`src/rtl/i2s_pkg.sv`:
```
// Shared definitions for the I2S transmit path.
//   fsm_state_t : feeder handshake states (F_WAIT / F_ACK / F_LOAD)
//   clogb2      : ceiling log2, also used by the transmitter for counter widths
//   nb_of       : per-channel sample width derived from the transmitter word width
package i2s_pkg;

  typedef enum logic [1:0] {
    F_WAIT = 2'd0,
    F_ACK  = 2'd1,
    F_LOAD = 2'd2
  } fsm_state_t;

  // Ceiling log2 for elaboration-time widths; clogb2(1) = 0, clogb2(4) = 2.
  function automatic int unsigned clogb2(input int unsigned n);
    int unsigned r;
    r = 0;
    for (int unsigned i = 0; i < 32; i++) begin
      if ((64'd1 << i) < 64'(n)) r = i + 1;
    end
    return r;
  endfunction

  // Each I2S frame carries two channels of equal width.
  function automatic int unsigned nb_of(input int unsigned data_bits);
    return data_bits / 2;
  endfunction

endpackage

```
`src/rtl/audio_pair_fifo.sv`:
```
// Synchronous FIFO holding packed {left,right} audio pairs.
//   clk, rst  : clock, asynchronous active-high reset (empties the FIFO)
//   wr_en     : write request, ignored while full
//   wr_data   : pair to store
//   rd_en     : pop request, ignored while empty
//   rd_data   : head-of-queue pair (combinational from the read pointer)
//   full      : level == DEPTH
//   empty     : level == 0
//   level     : entries held, 0..DEPTH inclusive
module audio_pair_fifo
  import i2s_pkg::*;
#(
  parameter int unsigned WIDTH = 32,
  parameter int unsigned DEPTH = 4,
  localparam int unsigned AW   = (clogb2(DEPTH) == 0) ? 1 : clogb2(DEPTH),
  localparam int unsigned LW   = clogb2(DEPTH) + 1
) (
  input  logic             clk,
  input  logic             rst,
  input  logic             wr_en,
  input  logic [WIDTH-1:0] wr_data,
  input  logic             rd_en,
  output logic [WIDTH-1:0] rd_data,
  output logic             full,
  output logic             empty,
  output logic [LW-1:0]    level
);

  logic [WIDTH-1:0] mem [DEPTH];
  logic [AW-1:0]    wr_ptr;
  logic [AW-1:0]    rd_ptr;
  logic             do_wr;
  logic             do_rd;

  assign full    = (level == LW'(DEPTH));
  assign empty   = (level == '0);
  assign do_wr   = wr_en && !full;
  assign do_rd   = rd_en && !empty;
  assign rd_data = mem[rd_ptr];

  // DEPTH is a power of two, so natural pointer overflow is the modulo wrap.
  always_ff @(posedge clk or posedge rst) begin
    if (rst) begin
      wr_ptr <= '0;
      rd_ptr <= '0;
      level  <= '0;
    end else begin
      if (do_wr) wr_ptr <= wr_ptr + AW'(1);
      if (do_rd) rd_ptr <= rd_ptr + AW'(1);
      unique case ({do_wr, do_rd})
        2'b10:   level <= level + LW'(1);
        2'b01:   level <= level - LW'(1);
        default: level <= level;
      endcase
    end
  end

  // Storage needs no reset: entries are only observable after being written.
  always_ff @(posedge clk) begin
    if (do_wr) mem[wr_ptr] <= wr_data;
  end

endmodule

```
`src/rtl/i2s_xmit_feeder.sv`:
```
// Upstream feeder for the I2S transmitter.
// Buffers left/right pairs and hands one {left,right} word per frame to the
// transmitter over the xmit_rdy/xmit_ack handshake.
//   clk, rst       : clock, asynchronous active-high reset
//   in_left/right  : channel samples, in_valid qualifies, in_ready = FIFO not full
//   sample         : word for the transmitter, left in the upper half
//   xmit_rdy       : transmitter latching (re-latches every cycle while high)
//   xmit_ack       : held high from xmit_rdy rise until xmit_rdy falls
//   fifo_level     : entries buffered
//   underrun       : one-cycle pulse when a frame is loaded without data
//   underrun_count : saturating count of underruns, cleared by clear_stats
module i2s_xmit_feeder
  import i2s_pkg::*;
#(
  parameter int unsigned  DATA_BITS     = 32,
  parameter int unsigned  FIFO_DEPTH    = 4,
  parameter bit           UNDERRUN_HOLD = 1'b0,
  parameter int unsigned  CNT_W         = 16,
  localparam int unsigned NB            = nb_of(DATA_BITS),
  localparam int unsigned LW            = clogb2(FIFO_DEPTH) + 1
) (
  input  logic                 clk,
  input  logic                 rst,
  input  logic [NB-1:0]        in_left,
  input  logic [NB-1:0]        in_right,
  input  logic                 in_valid,
  output logic                 in_ready,
  output logic [DATA_BITS-1:0] sample,
  input  logic                 xmit_rdy,
  output logic                 xmit_ack,
  output logic [LW-1:0]        fifo_level,
  output logic                 underrun,
  output logic [CNT_W-1:0]     underrun_count,
  input  logic                 clear_stats
);

  fsm_state_t           state;
  logic [DATA_BITS-1:0] fifo_rd_data;
  logic                 fifo_full;
  logic                 fifo_empty;
  logic                 fifo_wr;
  logic                 fifo_rd;
  logic                 underrun_evt;

  assign in_ready     = (fifo_level != LW'(FIFO_DEPTH));
  assign fifo_wr      = in_valid && in_ready;
  // The FIFO ignores a pop while empty, so the read strobe can cover all of F_LOAD.
  assign fifo_rd      = (state == F_LOAD);
  assign underrun_evt = (state == F_LOAD) && fifo_empty;

  audio_pair_fifo #(
    .WIDTH (DATA_BITS),
    .DEPTH (FIFO_DEPTH)
  ) u_fifo (
    .clk     (clk),
    .rst     (rst),
    .wr_en   (fifo_wr),
    .wr_data ({in_left, in_right}),
    .rd_en   (fifo_rd),
    .rd_data (fifo_rd_data),
    .full    (fifo_full),
    .empty   (fifo_empty),
    .level   (fifo_level)
  );

  // sample only moves in F_LOAD, after xmit_rdy has fallen, so it is stable
  // for the whole window in which the transmitter keeps re-latching it.
  always_ff @(posedge clk or posedge rst) begin
    if (rst) begin
      state          <= F_WAIT;
      xmit_ack       <= 1'b0;
      sample         <= '0;
      underrun       <= 1'b0;
      underrun_count <= '0;
    end else begin
      underrun <= 1'b0;
      unique case (state)
        F_WAIT: begin
          if (xmit_rdy) begin
            state    <= F_ACK;
            xmit_ack <= 1'b1;
          end
        end
        F_ACK: begin
          if (!xmit_rdy) begin
            state    <= F_LOAD;
            xmit_ack <= 1'b0;
          end
        end
        F_LOAD: begin
          // xmit_rdy is not examined here; a rise in this cycle is caught in F_WAIT.
          state <= F_WAIT;
          if (!fifo_empty) begin
            sample <= fifo_rd_data;
          end else begin
            underrun <= 1'b1;
            if (!UNDERRUN_HOLD) sample <= '0;
          end
        end
        default: begin
          state    <= F_WAIT;
          xmit_ack <= 1'b0;
        end
      endcase

      if (clear_stats) begin
        underrun_count <= '0;
      end else if (underrun_evt && (underrun_count != '1)) begin
        underrun_count <= underrun_count + CNT_W'(1);
      end
    end
  end

  logic unused_full;
  assign unused_full = fifo_full;

endmodule
```
`config.mk`:
```
export PLATFORM = sky130hd
export DESIGN_NAME = i2s_xmit_feeder
export DESIGN_NICKNAME = d
export VERILOG_FILES = /design/src/rtl/i2s_pkg.sv /design/src/rtl/audio_pair_fifo.sv /design/src/rtl/i2s_xmit_feeder.sv
export SDC_FILE = /design/constraint.sdc
export NUM_CORES = 1
export LEC_CHECK = 0
export CAP_MARGIN = 20
export CORE_ASPECT_RATIO = 0.9
export CORE_MARGIN = 3
export CORE_UTILIZATION = 50
export CTS_CLUSTER_SIZE = 10
export DETAILED_ROUTE_END_ITERATION = 8
export PLACE_DENSITY = 0.8
export SLEW_MARGIN = 0
export SYNTH_ARGS = -nofsm -noshare
export SYNTH_HDL_FRONTEND = slang
export SYNTH_HIERARCHICAL = 1
export SYNTH_SLANG_ARGS = --single-unit
```
`constraint.sdc`:
```
create_clock -name clk -period 3.2 [get_ports clk]
set_clock_uncertainty 0.2 [all_clocks]
set_input_delay 0.64 -clock clk [delete_from_list [all_inputs] [get_ports clk]]
set_output_delay 0.64 -clock clk [all_outputs]
set_load 0.03 [all_outputs]
```
Yosys cells after proc, flatten, opt, wreduce, memory -nomap -nowiden
Memories as Yosys holds them, arrays and structs flattened.
Cells that the tools add are included.
Widths: inputs -> output; s select.
{ "classes": {"n_reduce_logical": 13, "n_bitwise": 1, "n_addsub": 5, "eq_ne": 9, "mux": 14} }
{ "op_table": {"columns": ["operator", "count"], "rows": [
  ["$mux 16", 2],
  ["$mux 32", 1],
  ["$add 16x1->16 const B", 1],
  ["$ne 16x16->1 const B", 1],
  ["$mux 1", 6],
  ["$pmux 3 s2", 1],
  ["$logic_and 1x1->1", 5],
  ["$add 2x1->2 const B", 2],
  ["$eq 2x1->1 const B", 2],
  ["$eq 2x2->1 const B", 2],
  ["$mux 2", 2],
  ["$ne 2x2->1 const B", 2],
  ["$pmux 2 s2", 1],
  ["$reduce_bool 2->1", 2],
  ["$add 3x1->3 const B", 1],
  ["$eq 3x3->1 const B", 1],
  ["$logic_not 3->1", 1],
  ["$ne 3x3->1 const B", 1],
  ["$pmux 1 s3", 1],
  ["$reduce_and 3->1", 1],
  ["$sub 3x1->3 const B", 1],
  ["$logic_not 1->1", 2],
  ["$logic_not 2->1", 1],
  ["$reduce_and 2->1", 1],
  ["$not 1->1", 1]
]} }
{ "totals": {"memories": 1, "ram_bits": 128, "register_bits": 59, "out_inout_bits": 54, "elab_cells": 51} }
{ "mem_list": {"columns": ["memory", "depth", "width", "rd", "rd_clocked_by_memory_dff", "wr", "line", "source"], "rows": [
  ["u_fifo.mem", 4, 32, 1, 0, 1, "audio_pair_fifo.sv:29", "logic [WIDTH-1:0] mem [DEPTH];"]
]} }

Logic depth before layout (Yosys ltp)
Gate-level depths: netlist of the first run.
{ "depth": {"word_depth": 5, "mapped_depth": 12} }

Hierarchy
Netlist of the first run, hierarchy kept.
{ "by_module_without_submodules": {"columns": ["module", "area_per_inst_um2", "cells_each", "instances"], "rows": [
  ["audio_pair_fifo", 5094.9, 206, 1],
  ["i2s_xmit_feeder", 2409.8, 252, 1]
]} }

Worst setup path before layout of the first run
No wires, ideal clock.
{ "synth_path": {"path_kind": "register -> register", "startpoint": "reg u_fifo.level[0]", "endpoint": "mem u_fifo.mem[0][0], enable pin", "arrival_time_ns": 2.139, "setup_slack_ns": 0.469, "path_stages_with_launch": 6, "t_required_ns": 2.608, "n_path_buf": 0, "path_cell_list": "dfrtp_1 -> nor2_1 -> nand2_1 -> and2_1 -> nor2b_2 -> and2_1"} }
{ "synth_between": {"elab_chain_len": 5, "word_cells_on_any_way": 7, "classes_between": "eq/ne (2); mux (2); reduce/logical (3)"} }
{ "synth_lines": {"columns": ["element", "line", "source"], "rows": [
  ["start, declared", "audio_pair_fifo.sv:26", "output logic [LW-1:0] level"],
  ["start signal, assigned", "audio_pair_fifo.sv:51", "2'b10: level <= level + LW'(1);"],
  ["start signal, assigned", "audio_pair_fifo.sv:52", "2'b01: level <= level - LW'(1);"],
  ["start signal, assigned", "audio_pair_fifo.sv:53", "default: level <= level;"],
  ["$ne 3x3->1", "i2s_xmit_feeder.sv:45", "assign in_ready = (fifo_level != LW'(FIFO_DEPTH));"],
  ["named net in_ready", "i2s_xmit_feeder.sv:27", "output logic in_ready,"],
  ["$logic_and 1x1->1", "i2s_xmit_feeder.sv:46", "assign fifo_wr = in_valid && in_ready;"],
  ["named net fifo_wr", "i2s_xmit_feeder.sv:41", "logic fifo_wr;"],
  ["$logic_and 1x1->1", "audio_pair_fifo.sv:37", "assign do_wr = wr_en && !full;"],
  ["$mux 1", "audio_pair_fifo.sv:60", "if (do_wr) mem[wr_ptr] <= wr_data;"],
  ["$mux 1 (implied by the code)", "audio_pair_fifo.sv:60", null],
  ["end, declared", "audio_pair_fifo.sv:29", null]
]} }
The timed path passes the listed nets, and every way through them passes these cells.

Worst setup path in the final report of the first run
{ "layout_path": {"startpoint": "reg u_fifo.level[0]", "endpoint": "out in_ready"} }
{ "layout_between": {"elab_chain_len": 1} }
{ "layout_lines": {"columns": ["element", "line"], "rows": [
  ["$ne 3x3->1", "i2s_xmit_feeder.sv:45"],
  ["end, declared", "i2s_xmit_feeder.sv:27"]
]} }
Every way passes these cells.

==> results of run 1 <==
==> registers in the layout (all words and copies together), names as in the netlist <==
register and flops:
sample 32, xmit_ack 1, u_fifo/rd_ptr 2, underrun 1, u_fifo/level 3, u_fifo/mem 128
underrun_count 16, state 2, u_fifo/wr_ptr 2
==> worst min-delay path, cell delays in order, from the launching register on <==
cell and delay [ns]:
dfrtp_1 0.35, nand2_1 0.05, o21ai_0 0.06
==> layer usage <==
metal  GRT usage [%]  part of all wire [%]  routed length, um
met5               0                     0                  0
met4            7.62                   1.5                217
met3            3.89                   5.4                813
met2            33.0                    51               7620
met1            25.4                    42               6290
==> worst min path at each step <==
| stage | from | endpoint | slack (ns) |
|---|---|---|---|
| after floorplan | rst | u_fifo/level[0]$_DFFE_PP0P_ | 0.24 |
| after global placement | sample[9]$_DFFE_PP0N_ | sample[9]$_DFFE_PP0N_ | 0.26 |
| after detailed placement | sample[28]$_DFFE_PP0N_ | sample[28]$_DFFE_PP0N_ | 0.27 |
| after CTS | sample[31]$_DFFE_PP0N_ | sample[31]$_DFFE_PP0N_ | 0.29 |
| after global routing | rst | u_fifo/level[2]$_DFFE_PP0P_ | 0.32 |
| final | sample[2]$_DFFE_PP0N_ | sample[2]$_DFFE_PP0N_ | 0.29 |
==> final cells by class <==
class | instances | share of cell area [%]
Sequential cell | 187 | 57.8
Multi-Input combinational cell | 235 | 21.7
Timing Repair Buffer | 100 | 11.3
Clock buffer | 19 | 4.81
Tap cell | 193 | 2.62
Clock inverter | 13 | 1.30
Inverter | 13 | 0.530
==> stage by stage <==
step           worst slack [ns]  instances  hold WS [ns]  power (mW)
6_report                  0.606        760         0.290        8.02
3_5_place_dp              0.479        728         0.271        6.11
5_1_grt                   0.422        760         0.324        8.43
3_3_place_gp              0.520        728         0.263        6.00
4_1_cts                   0.586        760         0.290        8.11
2_1_floorplan             0.469        458         0.243        5.19
==> cells in the final DEF, fill, tap and decap left out, types with 10 or more instances in the layout <==
cell,instances
inv_1,12
nand2_1,41
clkdlybuf4s50_1,90
clkbuf_16,17
o21ai_0,35
mux4_2,28
edfxtp_1,128
o31ai_1,10
a21oi_1,13
nand2b_1,34
dfrtp_1,57
==> report_power, final <==
part / internal [mW] / switching [mW]
combinational: 1.16 / 1.31
clock: 1.10 / 0.884
sequential: 3.20 / 0.373
==> cell families (layout without fill, tap and decap cells) <==
kind of cell	after synthesis	count (layout)
compound gates	62	62
xor+xnor	6	6
fa+ha+maj	8	8
buf+inv	36	145
flops	187	187
mux	35	35
simple gates	124	124
==> synth_stat cells (all sizes together) <==
cell	number	area share, %
maj3	1	0.13
inv	13	0.65
mux4	32	9.8
o41ai	1	0.12
nor2	5	0.25
mux2i	2	0.27
buf	9	1.3
fa	1	0.27
or4b	1	0.13
o31ai	10	1.0
o21ai	35	2.3
a211oi	1	0.10
nor3b	1	0.17
dfrtp	59	20
nand4	5	0.58
and2	5	0.42
and4	2	0.23
edfxtp	128	51
o31a	2	0.23
nand3	5	0.40
nand3b	1	0.15
mux2	1	0.15
nor2b	2	0.20
and3	1	0.083
or4	8	0.85
clkbuf	14	0.70
a21oi	13	0.87
xnor2	3	0.35
nand2	42	2.1
ha	6	1.0
xor2	3	0.35
nand2b	34	2.8
nor4	3	0.42
or3	6	0.50
nor3	3	0.20
==> impl_metrics.env, run 1 <==
export IMPL_grt_pass1_wl_um=24400
export IMPL_ir_worst_vdd_uv=620
export IMPL_viasPerCell=5.64
export IMPL_overflow=0
export IMPL_core_area_sq_mm=0.0144
export IMPL_initial_utilization_pct=52.2
export IMPL_cp_data_required_time_ns=2.36
export IMPL_crit_fanout=7
export IMPL_clk_pin_slew_worst_paths_ns=0.07
export IMPL_multi_input_area_sq_mm=0.00200
export IMPL_die_w_um=135
export IMPL_outcome="complete, no violations"
export IMPL_fillerInstances=978
export IMPL_htreeDepth=4
export IMPL_timing_rr_end="underrun_count[11]$_DFFE_PP0P_"
export IMPL_worstSetupStartpointType="register"
export IMPL_powerDensity_mw_per_mm2=871
export IMPL_io_buffers=90
export IMPL_dieArea_sq_mm=0.0165
export IMPL_yosysSeqAreaShare_pct=70.9
export IMPL_fmax_ghz=0.385
export IMPL_fin_util_pct=64.2
export IMPL_cts_root_buf="clkbuf_16"
export IMPL_hold_violations=0
export IMPL_drtIter0Drc=312
export IMPL_timing_critical_path_from="u_fifo/level[0]$_DFFE_PP0P_"
export IMPL_r2r_start="u_fifo/level[0]$_DFFE_PP0P_"
export IMPL_cts_made_buffers=17
export IMPL_crit_buf_inv=1
export IMPL_synth_compound_area_share_pct=4.65
export IMPL_grt_max_degree=65
export IMPL_post_dp_hpwl_um=9430
export IMPL_slowest_stage="clkdlybuf4s50_1"
export IMPL_fin_crit_sh_pct=81.1
export IMPL_ys_types=44
export IMPL_maxCapViolCount=0
export IMPL_synth_top_family_by_area="multiplexers"
export IMPL_tightestPinTransition_ns=0.847
export IMPL_antenna_found_initial=0
export IMPL_fp_row_count=41
export IMPL_io_pins=91
export IMPL_critPathMaxStageDelay_ns=0.67
export IMPL_final_cell_area_sq_mm=0.00922
export IMPL_synth_adder_area_share_pct=1.40
export IMPL_worst_ep_arrival_time_ns=1.75
export IMPL_ctsHoldBuffers=0
export IMPL_routed_wl_um=14900
export IMPL_dr_pass1_iters=5
export IMPL_postSynthCellCount=458
export IMPL_yosys_warnings=6
export IMPL_placed_cell_area_sq_mm=0.00865
export IMPL_relSlewSlack_pct=43.5
export IMPL_grt_pass1_vias=4466
export IMPL_crit_family="buffers and inverters"
export IMPL_layout_nets=598
export IMPL_wire_per_inst_um=19.6
export IMPL_fin_setup_tns_ns=0
export IMPL_p_leak_nw=3.32
export IMPL_synthXorXnorAreaFrac_pct=0.700
export IMPL_vias=4290
export IMPL_setup_violations=0
export IMPL_fp_dieH_um=122
export IMPL_drv_slew=0
export IMPL_drive_above_1_share_pct=15.3
export IMPL_syn_area_per_cell_sq_um=16.4
export IMPL_netlist_area_sq_mm=0.00750
export IMPL_setup_worst_path_end="in_ready"
export IMPL_crit_type="reg2out"
export IMPL_min_path_type="reg2reg"
export IMPL_areaGrowthSynthToFinish_pct=22.8
export IMPL_clock_latency_ns=0.43
export IMPL_cp_depth=3
export IMPL_synth_simple_area_share_pct=9.52
export IMPL_end_kind="output pin"
export IMPL_drc=0
export IMPL_min_delay_path_depth=2
export IMPL_track_usage_pct=19.6
export IMPL_cts_tree="done"
export IMPL_layout_min_cycle_time_ns=2.59
export IMPL_synthMuxAreaShare_pct=10.2
export IMPL_n_antenna_cell=0
export IMPL_r2r_cells=6
export IMPL_regArea_sq_mm=0.00532
export IMPL_ff2ff_setup_slack_ns=0.61
export IMPL_rsz0062_at_grt="false"
export IMPL_antenna_left=0
export IMPL_crit_chain="nor2_1 > nand2_1 > clkdlybuf4s50_1"
export IMPL_cts_repair_timing_setup_buffer_count=0
export IMPL_clock_path_buffers=2
export IMPL_place_gp_congestion=0.828
export IMPL_numClockSinks=187
export IMPL_cts_repair_resized=0
export IMPL_ys_seq_elements=187
export IMPL_synthesis_nets=502
Power figures use the tool's default switching activity.
==> inputs of run 2 (changes only) <==
--- a/config.mk
+++ b/config.mk
@@ -11,7 +11,7 @@
 export CORE_UTILIZATION = 50
 export CTS_CLUSTER_SIZE = 10
 export DETAILED_ROUTE_END_ITERATION = 8
-export PLACE_DENSITY = 0.8
+export PLACE_DENSITY = 0.83
 export SLEW_MARGIN = 0
 export SYNTH_ARGS = -nofsm -noshare
 export SYNTH_HDL_FRONTEND = slang
==> constraint.sdc (replaced) <==
create_clock -name clk -period 2.2 [get_ports clk]
set_clock_uncertainty 0.2 [all_clocks]
set_input_delay 0.44 -clock clk [delete_from_list [all_inputs] [get_ports clk]]
set_output_delay 0.44 -clock clk [all_outputs]
set_load 0.03 [all_outputs]
==> run 2 against run 1 <==
The run now ends with negative setup slack left. Highest routed layer is now met5. Non-clock buffer count is 17 higher. Global-route usage rose by 0.52 points. Flip-flop and latch count did not move. Critical path depth is 6 higher. Critical endpoint is now u_fifo/level[2]$_DFFE_PP0P_.
==> impl_metrics.env, run 2 (synthesis results as in run 1) <==
export IMPL_outcome="complete, but fails checks"
export IMPL_violations="negative setup slack"
export IMPL_antenna_left=0
export IMPL_grt_pass1_vias=4598
export IMPL_antenna_found_initial=1
export IMPL_hold_violations=0
export IMPL_r2r_start="u_fifo/level[0]$_DFFE_PP0P_"
export IMPL_layout_nets=615
export IMPL_tightestPinTransition_ns=0.560
export IMPL_ff2ff_setup_slack_ns=-0.02
export IMPL_maxCapViolCount=0
export IMPL_dieArea_sq_mm=0.0165
export IMPL_core_area_sq_mm=0.0144
export IMPL_layout_common_cells="128 x edfxtp_1, 69 x clkdlybuf4s50_1, 52 x dfrtp_1, 40 x nand2_1, 35 x o21ai_0"
export IMPL_drc=0
export IMPL_clock_path_buffers=2
export IMPL_top_regs="u_fifo/mem: 128 flops, sample: 32 flops, underrun_count: 16 flops"
export IMPL_final_cell_area_sq_mm=0.00953
export IMPL_end_kind="register"
export IMPL_relSlewSlack_pct=62.7
export IMPL_dr_pass1_iters=5
export IMPL_crit_fanout=4
export IMPL_p_int_mw=8.48
export IMPL_vias=4370
export IMPL_ir_worst_vdd_uv=837
export IMPL_min_path_type="in2async"
export IMPL_die_w_um=135
export IMPL_areaGrowthSynthToFinish_pct=27.0
export IMPL_initial_utilization_pct=52.2
export IMPL_drtIter0Drc=246
export IMPL_netSwitchingFraction_pct=30.8
export IMPL_fp_dieH_um=122
export IMPL_clk_pin_slew_worst_paths_ns=0.07
export IMPL_place_ws_ns=-0.255
export IMPL_crit_type="reg2reg"
export IMPL_grt_max_degree=65
export IMPL_rsz0062_at_grt="true"
export IMPL_io_pins=91
export IMPL_placed_cell_area_sq_mm=0.00885
export IMPL_drv_slew=0
export IMPL_drive_above_1_share_pct=20.2
export IMPL_r2r_cells=9
export IMPL_numClockSinks=187
export IMPL_layout_commonest_cell="edfxtp_1"
export IMPL_viasPerCell=5.62
export IMPL_setup_violations=1
export IMPL_fin_setup_tns_ns=-0.0196
export IMPL_fin_crit_sh_pct=101
export IMPL_fp_row_count=41
export IMPL_p_leak_nw=3.62
export IMPL_largest_register_ffs=128
export IMPL_cp_data_required_time_ns=2.35
export IMPL_overflow=0
export IMPL_cts_root_buf="clkbuf_16"
export IMPL_seqPwrFrac_pct=41.2
export IMPL_grt_pass1_wl_um=24700
export IMPL_powerDensity_mw_per_mm2=1290
export IMPL_setup_slack_ns=-0.0196
export IMPL_n_antenna_cell=0
export IMPL_cts_tree="done"
export IMPL_io_buffers=90
export IMPL_clkPwrFrac_pct=25.8
export IMPL_wire_per_inst_um=19.9
export IMPL_layout_min_cycle_time_ns=2.22
export IMPL_fillerInstances=944
export IMPL_post_dp_hpwl_um=10200
export IMPL_worst_ep_arrival_time_ns=2.37
export IMPL_timing_rr_end="u_fifo/level[2]$_DFFE_PP0P_"
export IMPL_worstSetupStartpointType="register"
export IMPL_p_comb_share_pct=33.0
export IMPL_track_usage_pct=20.1
export IMPL_fin_util_pct=66.4
export IMPL_cts_made_buffers=17
export IMPL_largest_register="u_fifo/mem"
export IMPL_fmax_ghz=0.451
export IMPL_htreeDepth=4
export IMPL_clock_latency_ns=0.43
export IMPL_place_gp_congestion=0.829
export IMPL_routed_wl_um=15500
export IMPL_ctsHoldBuffers=0
export IMPL_p_sw_mw=3.78
## run 2: repair_timing
action	CTS	global route
setup endpoints to repair	18	11
buffers inserted	0	2
pin swaps	1	1
resized for setup	18	16
## run 2: cell type report
cell class	count	area, sq um	area share [%]
clock buffer	20	447	4.69
clock inverter	12	170	1.79
inverter	13	48.8	0.512
multi-input combinational	235	2070	21.7
sequential	187	5330	55.9
tap	193	241	2.53
timing repair buffer	117	1230	12.9
## run 2: through the flow
stage	hold slack [ns]	instances	power (mW)
6_report	0.0999	777	12.3
5_1_grt	0.125	777	12.8
4_1_cts	0.0868	775	12.3
3_5_place_dp	0.273	743	9.13
3_3_place_gp	0.262	743	8.94
2_1_floorplan	0.0432	458	7.58
## run 2: worst max path at each step
stage | from | to | slack [ns] | cells after the start
final | u_fifo/level[0]$_DFFE_PP0P_ | u_fifo/level[2]$_DFFE_PP0P_ | -0.02 | 9
after global routing | u_fifo/level[0]$_DFFE_PP0P_ | u_fifo/level[2]$_DFFE_PP0P_ | -0.11 | 11
after CTS | u_fifo/level[0]$_DFFE_PP0P_ | u_fifo/level[2]$_DFFE_PP0P_ | -0.05 | 11
after detailed placement | in_valid | u_fifo/level[2]$_DFFE_PP0P_ | -0.25 | 10
after global placement | in_valid | u_fifo/level[2]$_DFFE_PP0P_ | -0.17 | 10
after floorplan | u_fifo/level[0]$_DFFE_PP0P_ | u_fifo/level[2]$_DFFE_PP0P_ | -0.15 | 11
## run 2: power groups by stage
| stage | registers (mW) | clock network [mW] | logic [mW] |
|---|---|---|---|
| 2_1_floorplan | 5.61 | 0 | 1.97 |
| 3_3_place_gp | 5.03 | 0 | 3.91 |
| 3_5_place_dp | 5.10 | 0 | 4.03 |
| 4_1_cts | 5.05 | 3.22 | 4.02 |
| 5_1_grt | 5.13 | 3.37 | 4.35 |
| 6_report | 5.05 | 3.17 | 4.05 |
## run 2: critical path, cell delays in order (launching register included)
cell and delay [ns]:
dfrtp_2 0.44, buf_6 0.13, buf_6 0.10, o31a_1 0.23
ha_2 0.23, inv_2 0.04, fa_2 0.33, xor2_1 0.15
nor2_1 0.11, xor2_1 0.17
## run 2: layer usage
layer	GRT usage [%]	share of wire (%)	up-vias
met1	25.3	40	2206
met2	34.0	52	168
met4	8.56	1.6	2
met5	0	0.084	-
li1	-	-	1972
met3	4.43	6.0	22
